[src/rtl/rs232_ser_cfg.sv]
// RS-232 transmit serializer with per-frame framing control (5-8 data bits, parity, 1/2 stop bits).
// Pulls bytes from a standard (non-FWFT) FIFO and also generates line breaks on request.
module rs232_ser_cfg #(
  parameter int P_DIV_W  = 16,
  parameter int P_FIFO_W = 8
) (
  input  logic                clk,
  input  logic                rst_n,
  input  logic [P_DIV_W-1:0]  baud_div,
  input  logic [1:0]          cfg_data_bits,
  input  logic [1:0]          cfg_parity,
  input  logic                cfg_stop2,
  input  logic                tx_break,
  input  logic [P_FIFO_W-1:0] tx_fifo_data,
  input  logic                tx_fifo_empty,
  output logic                tx_fifo_rd_en,
  output logic                tx,
  output logic                busy,
  output logic                frame_done
);

  localparam logic [3:0] S_IDLE    = 4'd0;
  localparam logic [3:0] S_FETCH   = 4'd1;
  localparam logic [3:0] S_LATCH   = 4'd2;
  localparam logic [3:0] S_START   = 4'd3;
  localparam logic [3:0] S_DATA    = 4'd4;
  localparam logic [3:0] S_PARITY  = 4'd5;
  localparam logic [3:0] S_STOP    = 4'd6;
  localparam logic [3:0] S_BREAK   = 4'd7;
  localparam logic [3:0] S_BRK_RCV = 4'd8;

  localparam logic [P_DIV_W-1:0] ONE = P_DIV_W'(1);
  localparam logic [P_DIV_W-1:0] TWO = P_DIV_W'(2);

  // Divisors below 2 would give a zero-length or single-clock bit; force 2.
  function automatic logic [P_DIV_W-1:0] clamp_div(input logic [P_DIV_W-1:0] d);
    return (d < TWO) ? TWO : d;
  endfunction

  logic [3:0]          state, state_n;
  logic [P_DIV_W-1:0]  cnt, cnt_n;
  logic [P_DIV_W-1:0]  div_r, div_n;
  logic [2:0]          bit_idx, bit_idx_n;
  logic                stop_idx, stop_idx_n;
  logic [P_FIFO_W-1:0] shift_reg, shift_n;
  logic                par_acc, par_n;
  logic [1:0]          bits_r, bits_n;
  logic [1:0]          parity_r, parity_n;
  logic                stop2_r, stop2_n;
  logic                rd_en_n, done_n, tx_n;
  logic                bit_end;
  logic                par_en;
  logic [2:0]          last_bit;

  assign bit_end  = (cnt == div_r - ONE);
  assign par_en   = (parity_r == 2'b01) || (parity_r == 2'b10);
  assign last_bit = 3'd4 + {1'b0, bits_r};

  always_comb begin
    state_n    = state;
    cnt_n      = cnt;
    div_n      = div_r;
    bit_idx_n  = bit_idx;
    stop_idx_n = stop_idx;
    shift_n    = shift_reg;
    par_n      = par_acc;
    bits_n     = bits_r;
    parity_n   = parity_r;
    stop2_n    = stop2_r;
    rd_en_n    = 1'b0;
    done_n     = 1'b0;
    case (state)
      S_IDLE: begin
        if (tx_break) begin
          state_n = S_BREAK;
        end else if (!tx_fifo_empty) begin
          rd_en_n = 1'b1;
          state_n = S_FETCH;
        end
      end
      S_FETCH: state_n = S_LATCH;
      S_LATCH: begin
        // FIFO read data is valid in this cycle; freeze the whole frame's framing here.
        shift_n    = tx_fifo_data;
        div_n      = clamp_div(baud_div);
        bits_n     = cfg_data_bits;
        parity_n   = cfg_parity;
        stop2_n    = cfg_stop2;
        cnt_n      = '0;
        bit_idx_n  = '0;
        stop_idx_n = 1'b0;
        par_n      = 1'b0;
        state_n    = S_START;
      end
      S_START: begin
        if (bit_end) begin
          cnt_n   = '0;
          state_n = S_DATA;
        end else begin
          cnt_n = cnt + ONE;
        end
      end
      S_DATA: begin
        if (bit_end) begin
          cnt_n   = '0;
          shift_n = {1'b0, shift_reg[P_FIFO_W-1:1]};
          par_n   = par_acc ^ shift_reg[0];
          if (bit_idx == last_bit) begin
            state_n = par_en ? S_PARITY : S_STOP;
          end else begin
            bit_idx_n = bit_idx + 3'd1;
          end
        end else begin
          cnt_n = cnt + ONE;
        end
      end
      S_PARITY: begin
        if (bit_end) begin
          cnt_n   = '0;
          state_n = S_STOP;
        end else begin
          cnt_n = cnt + ONE;
        end
      end
      S_STOP: begin
        if (bit_end) begin
          cnt_n = '0;
          if (stop2_r && !stop_idx) begin
            stop_idx_n = 1'b1;
          end else begin
            done_n  = 1'b1;
            state_n = S_IDLE;
          end
        end else begin
          cnt_n = cnt + ONE;
        end
      end
      S_BREAK: begin
        if (!tx_break) begin
          div_n   = clamp_div(baud_div);
          cnt_n   = '0;
          state_n = S_BRK_RCV;
        end
      end
      S_BRK_RCV: begin
        if (bit_end) begin
          cnt_n   = '0;
          state_n = S_IDLE;
        end else begin
          cnt_n = cnt + ONE;
        end
      end
      default: state_n = S_IDLE;
    endcase

    // Line level is derived from the next state so tx changes on the same edge as the FSM.
    case (state_n)
      S_START, S_BREAK: tx_n = 1'b0;
      S_DATA:           tx_n = shift_n[0];
      S_PARITY:         tx_n = (parity_r == 2'b10) ? ~par_n : par_n;
      default:          tx_n = 1'b1;
    endcase
  end

  always_ff @(posedge clk or negedge rst_n) begin
    if (!rst_n) begin
      state         <= S_IDLE;
      cnt           <= '0;
      div_r         <= TWO;
      bit_idx       <= '0;
      stop_idx      <= 1'b0;
      shift_reg     <= '0;
      par_acc       <= 1'b0;
      bits_r        <= '0;
      parity_r      <= '0;
      stop2_r       <= 1'b0;
      tx_fifo_rd_en <= 1'b0;
      tx            <= 1'b1;
      busy          <= 1'b0;
      frame_done    <= 1'b0;
    end else begin
      state         <= state_n;
      cnt           <= cnt_n;
      div_r         <= div_n;
      bit_idx       <= bit_idx_n;
      stop_idx      <= stop_idx_n;
      shift_reg     <= shift_n;
      par_acc       <= par_n;
      bits_r        <= bits_n;
      parity_r      <= parity_n;
      stop2_r       <= stop2_n;
      tx_fifo_rd_en <= rd_en_n;
      tx            <= tx_n;
      busy          <= (state_n != S_IDLE);
      frame_done    <= done_n;
    end
  end

endmodule

[config.mk]
export PLATFORM = sky130hd
export DESIGN_NAME = rs232_ser_cfg
export DESIGN_NICKNAME = d
export VERILOG_FILES = /design/src/rtl/rs232_ser_cfg.sv
export SDC_FILE = /design/constraint.sdc
export NUM_CORES = 1
export LEC_CHECK = 0
export ABC_AREA = 0
export ABC_CLOCK_PERIOD_IN_PS = 4100
export CAP_MARGIN = 20
export CORE_MARGIN = 2
export CORE_UTILIZATION = 55
export CTS_BUF_LIST = sky130_fd_sc_hd__clkbuf_4 sky130_fd_sc_hd__clkbuf_8 sky130_fd_sc_hd__clkbuf_16
export DETAILED_ROUTE_END_ITERATION = 6
export DONT_BUFFER_PORTS = 1
export PLACE_DENSITY = 0.77
export SLEW_MARGIN = 20
export SYNTH_ARGS = -nofsm -noshare
export SYNTH_HDL_FRONTEND = slang
export SYNTH_SLANG_ARGS = --single-unit
[constraint.sdc]
create_clock -name clk -period 4.1 [get_ports clk]
set_clock_uncertainty 0.15 [all_clocks]
set_input_delay 0.82 -clock clk [delete_from_list [all_inputs] [get_ports clk]]
set_output_delay 0.82 -clock clk [all_outputs]
set_load 0.03 [all_outputs]
* Yosys cells after proc, flatten, opt, wreduce, memory -nomap -nowiden
Cells that the tools add are included.
Cells by class: bitwise operators 2, mux-type cells 36, $add $sub $neg 4, $mul 0, shifts and indexed selects 0, reduce and logical (&&, ||, !) cells 16, div/mod/pow operators 0, equality and inequality tests 21, magnitude comparators 1
Operator list (number):
- $mux W16 | 4
- $pmux W16 S3 | 1
- $mux W4 | 10
- $pmux W4 S9 | 1
- $pmux W16 S2 | 1
- $eq A4 B3 Y1 const B | 7
- $add A16 B1 Y16 const B | 1
- $eq A16 B16 Y1 | 1
- $lt A16 B2 Y1 const B | 1
- $pmux W8 S2 | 1
- $sub A16 B1 Y16 const B | 1
- $eq A4 B2 Y1 const B | 3
- $mux W1 | 10
- $ne A2 B2 Y1 const B | 5
- $mux W8 | 1
- $mux W3 | 2
- $pmux W3 S2 | 1
- $reduce_and A2 Y1 | 3
- $reduce_and A3 Y1 | 2
- $reduce_bool A2 Y1 | 3
- $reduce_or A5 Y1 | 1
- $eq A4 B1 Y1 const B | 1
- $eq A4 B4 Y1 const B | 1
- $logic_not A4 Y1 | 1
- 16 further kinds | 17
Word-level totals: logic and storage cells 95, RAM bits 0, memories kept 0, flip-flop bits (word level) 58, bits in read-only memories 0, output and inout bits 4, latch bits 0, bits of input ports 33

* Depth between registers and ports, before layout
Gate-level depths: netlist of run 1.
word-level depth 9, gate-level depth with buffers 13, depth with buffers taken out 12

* Least setup slack after synthesis of run 1
No wires, ideal clock.
path type flip-flop to flip-flop, start register div_r[0], end register busy, slack 0.740 ns, path buffers 0, setup time 0.138 ns, cell stages (with the launch flop) 11, clock period less this slack 3.360 ns, data arrival time 3.072 ns, required time 3.812 ns, path through dfrtp_1 > inv_1 > ha_1 > nor3b_2 > or4b_1 > a211oi_1 > nand4_1 > nand3b_1 > nor3_4 > mux2_2 > or4_1
Between the ends: cells in the longest elaborated chain, start to end 5, elaborated cells between the ends (all ways) 9, those cells by class add/sub: 1; eq/ne: 1; mux: 6; reduce/logical: 1
RTL lines:
- start, declared | RTL line 42 | logic [P_DIV_W-1:0] div_r, div_n;
- start signal, assigned | RTL line 184 | div_r <= div_n;
- $sub A16 B1 Y16 (*) | RTL line 55 | assign bit_end = (cnt == div_r - ONE);
- $eq A16 B16 Y1 (*) | RTL line 55
- $mux W4 (on tied branches)
- $pmux W4 S9 (*) | RTL line 72 | case (state)
- via state_n[1] | RTL line 40 | logic [3:0] state, state_n;
- $reduce_bool A4 Y1 (*) | RTL line 194 | busy <= (state_n != S_IDLE);
- end signal, assigned | RTL line 194
- end, declared | RTL line 18 | output logic busy,
Mark *: on every way through the listed nets, which the timed path passes. The rest lies on a longest branch. A chain may end at the register's enable or synchronous reset.

* Worst setup path after layout of run 1
Same ends and word-level chain as after synthesis.

==> impl_metrics.py, run 1 <==
metrics = {
    "cells_and_area": {
        "n_antenna_cell": 0,
        "stdcell_area_mm2": 0.00386,
        "fill_cells": 504,
        "syn2layout_area_growth_pct": 7.26,
        "drive_above_1_share_pct": 14.9,
        "seq_area_mm2": 0.00145,
        "utilization_pct": 60.8,
        "multiInputGateArea_mm2": 0.00203,
        "num-nets-final": 415,
    },
    "detailed_routing": {
        "dr_total_vias": 2788,
        "drc": 0,
        "firstDrtPassIters": 4,
        "vias_per_cell": 6.06,
        "routedWlPerCell_um": 16.5,
        "routed_wl_mm": 7.59,
        "drtIter0Drc": 165,
        "final_antenna_net_count": 0,
    },
    "die": {
        "io_pins": 37,
        "num_rows": 29,
        "dieArea_mm2": 0.00721,
        "initial_core_util_pct": 56.7,
        "die_w_um": 84.9,
        "core_mm2": 0.00635,
        "die_h_um": 84.9,
    },
    "cts": {
        "numClockSinks": 58,
        "cts_setup_buffers": 0,
        "cts_tree": "yes",
        "hold_buffers": 0,
        "clk_latency_ps": 340,
        "htree_levels": 3,
        "ctsResizeCount": 0,
        "clockBufferDepth": 2,
        "cts_buffers": 9,
        "cts-root-buf": "clkbuf_8",
        "cts.clk_slew.worst_paths_ps": 70,
    },
    "sta": {
        "period_minus_slack_ps": 3730,
        "fin_hold_ws_ps": 15.9,
        "finalSetupTns_ps": 0,
        "hold_violations": 0,
        "setup_viol": 0,
        "tightest_slew_ps": 782,
        "maxSlewViolCount": 0,
        "maxSlewHeadroom_pct": 47.8,
        "grt_setup_unrepaired": "no",
        "clock.fmax_mhz": 268,
        "finalCritPeriodShare_pct": 91.1,
    },
    "synthesis": {
        "synth.cell_area_mm2": 0.00360,
        "yosys.area.top_type": "dfrtp_1",
        "synth_common_cells": "dfrtp_1 (56), nand2_1 (36), nor2_1 (36)",
        "syn_inst": 382,
        "yosysMostFrequentCell": "dfrtp_1",
        "synth.distinct_cells": 64,
        "synth_area_leaders": "dfrtp_1 (39%), mux2_2 (5.6%), xnor2_1 (5.3%)",
        "ys_ff_latch": 58,
        "synthDominantCellAreaShare_pct": 38.9,
        "ys_warn_count": 0,
        "synth_area_per_cell_um2": 9.43,
        "synth_fp_nets": 419,
        "ys.flop_type": "dfrtp_1",
        "synth_edf_count": 0,
        "ys_seq_area_share_pct": 40.4,
        "synthArstFlopShare_pct": 100,
    },
    "grt": {
        "grt_antenna_before_repair": 0,
        "grt_pass1_wl_mm": 12.8,
        "grt_max_degree": 59,
        "grt_pass1_vias": 2623,
        "grt_overflow_total": 0,
        "grtUsageTotal_pct": 22.4,
    },
    "placement": {
        "placed_area_mm2": 0.00365,
        "globalplace.congestion": 0.878,
        "place_hpwl_mm": 5.39,
        "port_buffers": 0,
    },
    "setup_path": {
        "crit_path_max_fanout": 6,
        "critPathRequiredTime_ps": 4150,
        "worstSetupStartpointType": "flip-flop",
        "end_kind": "flip-flop",
        "critPathKind": "reg2reg",
        "r2r_slack_ps": 370,
        "cp_data_arrival_time_ps": 3790,
    },
    "power_and_ir_drop": {
        "p_leak_nw": 1.57,
        "power.density_mw_per_mm2": 749,
        "ir_drop_mv": 0.370,
    },
    "flow_run": {
        "drv_cap": 0,
    },
    "outcome": {
        "outcome": "finished clean",
    },
    "min_path": {
        "min_path_type": "in2async",
    },
}
==> through the flow <==
step | power (mW) | std cells | worst slack (ps)
3_5_place_dp | 2.36 | 443 | 397
3_3_place_gp | 2.31 | 443 | 555
2_1_floorplan | 2.07 | 382 | 740
4_1_cts | 2.89 | 459 | 387
6_report | 2.89 | 460 | 367
5_1_grt | 3.11 | 460 | 123
==> placed cells by master, fill, tap and decap left out, drive strengths merged, types with 4 or more instances in the layout <==
cell	count
a21oi	11
a22o	6
a22oi	6
and3	5
buf	5
clkbuf	9
clkinv	5
dfrtp	56
ha	4
inv	12
mux2	18
mux2i	4
nand2	36
nand2b	4
nand3	13
nand4	6
nor2	36
nor2b	6
nor3	15
nor4	12
o21ai	17
or4	5
xnor2	22
xor2	13
==> worst paths after layout <==
check / from / to / depth (start not counted)
max: div_r[0]$_DFFE_PN0P_ / busy$_DFF_PN0_ / 10
min reg2reg: shift_reg[5]$_DFFE_PN0P_ / shift_reg[5]$_DFFE_PN0P_ / 2
min: rst_n / cnt[11]$_DFFE_PN0P_ / 0
max in group asynchronous: rst_n / tx_fifo_rd_en$_DFF_PN0_ / 1
max reg2reg: div_r[0]$_DFFE_PN0P_ / busy$_DFF_PN0_ / 10
min in group clk: shift_reg[5]$_DFFE_PN0P_ / shift_reg[5]$_DFFE_PN0P_ / 2
==> critical path, cell delays in order, from the launching register on <==
cell	delay, ps
dfrtp_1	460
inv_1	110
ha_1	250
nor3b_2	290
or4b_1	470
a211oi_1	250
nand4_1	140
nand3b_1	320
nor3_4	330
mux2_2	410
or4_1	420
==> layout make-up <==
cell class                 instances  share of cell area [%]
multi-input combinational        291                    52.5
timing repair buffer               6                    1.23
sequential                        58                    37.6
clock buffer                       9                    3.21
inverter                          12                    1.17
clock inverter                     7                    1.81
tap                               77                    2.49
==> power breakdown <==
part / switching, mW / leakage, nW / total [mW] / internal, mW
combinational: 0.702 / 0.742 / 1.31 / 0.609
clock: 0.245 / 0.0990 / 0.524 / 0.279
sequential: 0.287 / 0.732 / 1.06 / 0.771
==> cells by family (layout without fill, tap and decap cells) <==
| family | Yosys count | in the layout | share of synthesized area (%) |
|---|---|---|---|
| adder cells (fa/ha/maj) | 5 | 5 | 1.67 |
| AND/OR/NAND/NOR | 157 | 157 | 24.6 |
| flip-flops | 58 | 58 | 40.4 |
| multiplexers | 22 | 22 | 6.74 |
| XOR/XNOR | 35 | 35 | 8.51 |
| AO/OA/AOI/OAI | 72 | 72 | 14.3 |
| buffers and inverters | 33 | 34 | 3.82 |
==> per-layer routing <==
metal	global-route usage [%]	share of wire, %	vias up
met5	0	0	-
met4	6.49	0.80	0
met3	4.67	4.2	7
met2	35.5	47	52
met1	31.5	48	1364
li1	-	-	1365
Power figures use the tool's default switching activity.
==> run 2, diff against run 1 <==
Settings changed: ABC_CLOCK_PERIOD_IN_PS 4100 to default, CELL_PAD_IN_SITES_DETAIL_PLACEMENT from default to 0, CELL_PAD_IN_SITES_GLOBAL_PLACEMENT from default to 1, CORE_UTILIZATION 55 to 49, PLACE_DENSITY 0.77 to 0.86.
==> run 2 against run 1 <==
  * Fmax increased by 0.16%
  * Global-route usage is 1.2 points lower
  * Count of clock-buffer cells in the layout up 1
  * Sequential cell count is the same
  * Die area rose by 12%
  * First-iteration DRC count down 42%
  * Clock power up 3%
  * Largest power group unchanged
  * Critical endpoint unchanged
  * Via count is 0.57% higher
  * Worst hold slack improved by 150 ps
==> impl_metrics.py, run 2 (synthesis gave the netlist of run 1 again) <==
metrics = {
    "placement": {
        "placed_area_mm2": 0.00367,
        "pre_cts_ws_ps": 425,
        "place_hpwl_mm": 5.69,
        "globalplace.congestion": 0.820,
        "port_buffers": 0,
    },
    "detailed_routing": {
        "routedWlPerCell_um": 16.9,
        "final_antenna_net_count": 0,
        "firstDrtPassIters": 5,
        "drc": 0,
        "routed_wl_mm": 8.14,
        "drtIter0Drc": 95,
        "dr_total_vias": 2804,
        "vias_per_cell": 5.83,
    },
    "setup_path": {
        "crit_path_max_incr_delay_ps": 470,
        "crit_path_max_fanout": 6,
        "critPathKind": "reg2reg",
        "crit_slowest_cell": "dfrtp_1",
        "worstReg2RegStart": "div_r[0]$_DFFE_PN0P_",
        "worstSetupStartpointType": "flip-flop",
        "cp_data_arrival_time_ps": 3790,
        "r2r_end": "busy$_DFF_PN0_",
        "r2r_slack_ps": 370,
        "critPathRequiredTime_ps": 4160,
        "r2r_cells": 10,
        "end_kind": "flip-flop",
        "worstPathCellList": "inv_1 -> ha_1 -> nor3b_2 -> or4b_1 -> a211oi_1 -> nand4_1 -> nand3b_1 -> nor3_4 -> mux2_2 -> or4_1",
    },
    "sta": {
        "grt_setup_unrepaired": "no",
        "period_minus_slack_ps": 3730,
        "finalCritPeriodShare_pct": 90.9,
        "hold_violations": 0,
        "maxSlewHeadroom_pct": 52.7,
        "finalSetupTns_ps": 0,
        "tightest_slew_ps": 709,
        "maxSlewViolCount": 0,
        "layout_setup_ws_ps": 373,
        "clock.fmax_mhz": 268,
        "setup_viol": 0,
        "fin_hold_ws_ps": 169,
    },
    "cells_and_area": {
        "utilization_pct": 54.5,
        "drive_above_1_share_pct": 14.7,
        "final_cell_mix": "dfrtp_1 (56), nand2_1 (36), nor2_1 (36)",
        "syn2layout_area_growth_pct": 8.48,
        "n_antenna_cell": 0,
        "stdcell_area_mm2": 0.00391,
        "num-nets-final": 414,
        "final_common_cell": "dfrtp_1",
    },
    "outcome": {
        "outcome": "finished clean",
    },
    "grt": {
        "grt_pass1_wl_mm": 13.8,
        "grt_antenna_before_repair": 0,
        "grt_pass1_vias": 2856,
        "grtUsageTotal_pct": 21.2,
        "grt_max_degree": 49,
        "grt_overflow_total": 0,
    },
    "power_and_ir_drop": {
        "power.density_mw_per_mm2": 743,
        "ir_drop_mv": 0.307,
        "p_leak_nw": 1.57,
    },
    "die": {
        "initial_core_util_pct": 50.2,
        "die_w_um": 89.7,
        "die_h_um": 89.7,
        "core_mm2": 0.00718,
        "num_rows": 31,
        "io_pins": 37,
        "dieArea_mm2": 0.00805,
    },
    "min_path": {
        "min_path_type": "in2async",
    },
    "cts": {
        "cts_buffers": 9,
        "numClockSinks": 58,
        "cts.clk_slew.worst_paths_ps": 70,
        "cts_tree": "yes",
        "clk_latency_ps": 340,
        "htree_levels": 3,
        "clockBufferDepth": 2,
        "ctsResizeCount": 0,
        "cts-root-buf": "clkbuf_8",
    },
    "flow_run": {
        "drv_cap": 0,
    },
}
## run 2: cell types whose count changed in the layout (fill, tap and decap cells not counted), sizes merged
cell | before | now
clkinv | 5 | 2
buf | 5 | 4
clkinvlp | 1 | 3
clkbuf | 9 | 10
## run 2: repair_timing
item,in CTS,in global routing
hold endpoints to repair,11,45
buffers inserted,0,0
hold buffers,1,1
## run 2: layer usage
| layer | global-route usage [%] | up-vias | part of all wire [%] |
|---|---|---|---|
| met5 | 0 | - | 0 |
| met4 | 6.15 | 0 | 1.7 |
| met3 | 5.62 | 14 | 3.7 |
| met2 | 36.9 | 59 | 51 |
| met1 | 26.0 | 1360 | 44 |
| li1 | - | 1371 | - |
## run 2: how the worst max path moves through the flow
stage | startpoint | to | slack [ps] | depth (start not counted)
detailed placement | div_r[0]$_DFFE_PN0P_ | busy$_DFF_PN0_ | 420 | 10
CTS | div_r[0]$_DFFE_PN0P_ | busy$_DFF_PN0_ | 390 | 10
global placement | div_r[0]$_DFFE_PN0P_ | busy$_DFF_PN0_ | 510 | 10
global route | div_r[0]$_DFFE_PN0P_ | cnt[12]$_DFFE_PN0P_ | 60 | 11
finish | div_r[0]$_DFFE_PN0P_ | busy$_DFF_PN0_ | 370 | 10
floorplan | div_r[0]$_DFFE_PN0P_ | busy$_DFF_PN0_ | 740 | 10
## run 2: worst max-delay path: cells and delay by family (launching register included)
kind            cells  cell delay (ps)
compound gates      1              240
flops               1              470
fa+ha+maj           1              280
simple gates        6             1940
buf+inv             1              110
mux                 1              410
## run 2: final cells by class
| class | count | area (um^2) |
|---|---|---|
| Fill cell | 671 | 3270 |
| Multi-Input combinational cell | 291 | 2020 |
| Sequential cell | 58 | 1450 |
| Clock buffer | 10 | 138 |
| Tap cell | 99 | 124 |
| Clock inverter | 6 | 66.3 |
| Timing Repair Buffer | 5 | 60.1 |
| Inverter | 12 | 45.0 |
## run 2: where the power goes
group	switching, mW	leakage (nW)	internal [mW]
Sequential	0.297	0.732	0.771
Clock	0.244	0.0945	0.297
Combinational	0.708	0.744	0.586
Total	1.25	1.57	1.65
## run 2: stage by stage
stage / total power, mW / cells
after floorplan: 2.07 / 382
after global placement: 2.30 / 463
after detailed placement: 2.35 / 463
after CTS: 2.91 / 480
after global routing: 3.14 / 481
final: 2.90 / 481
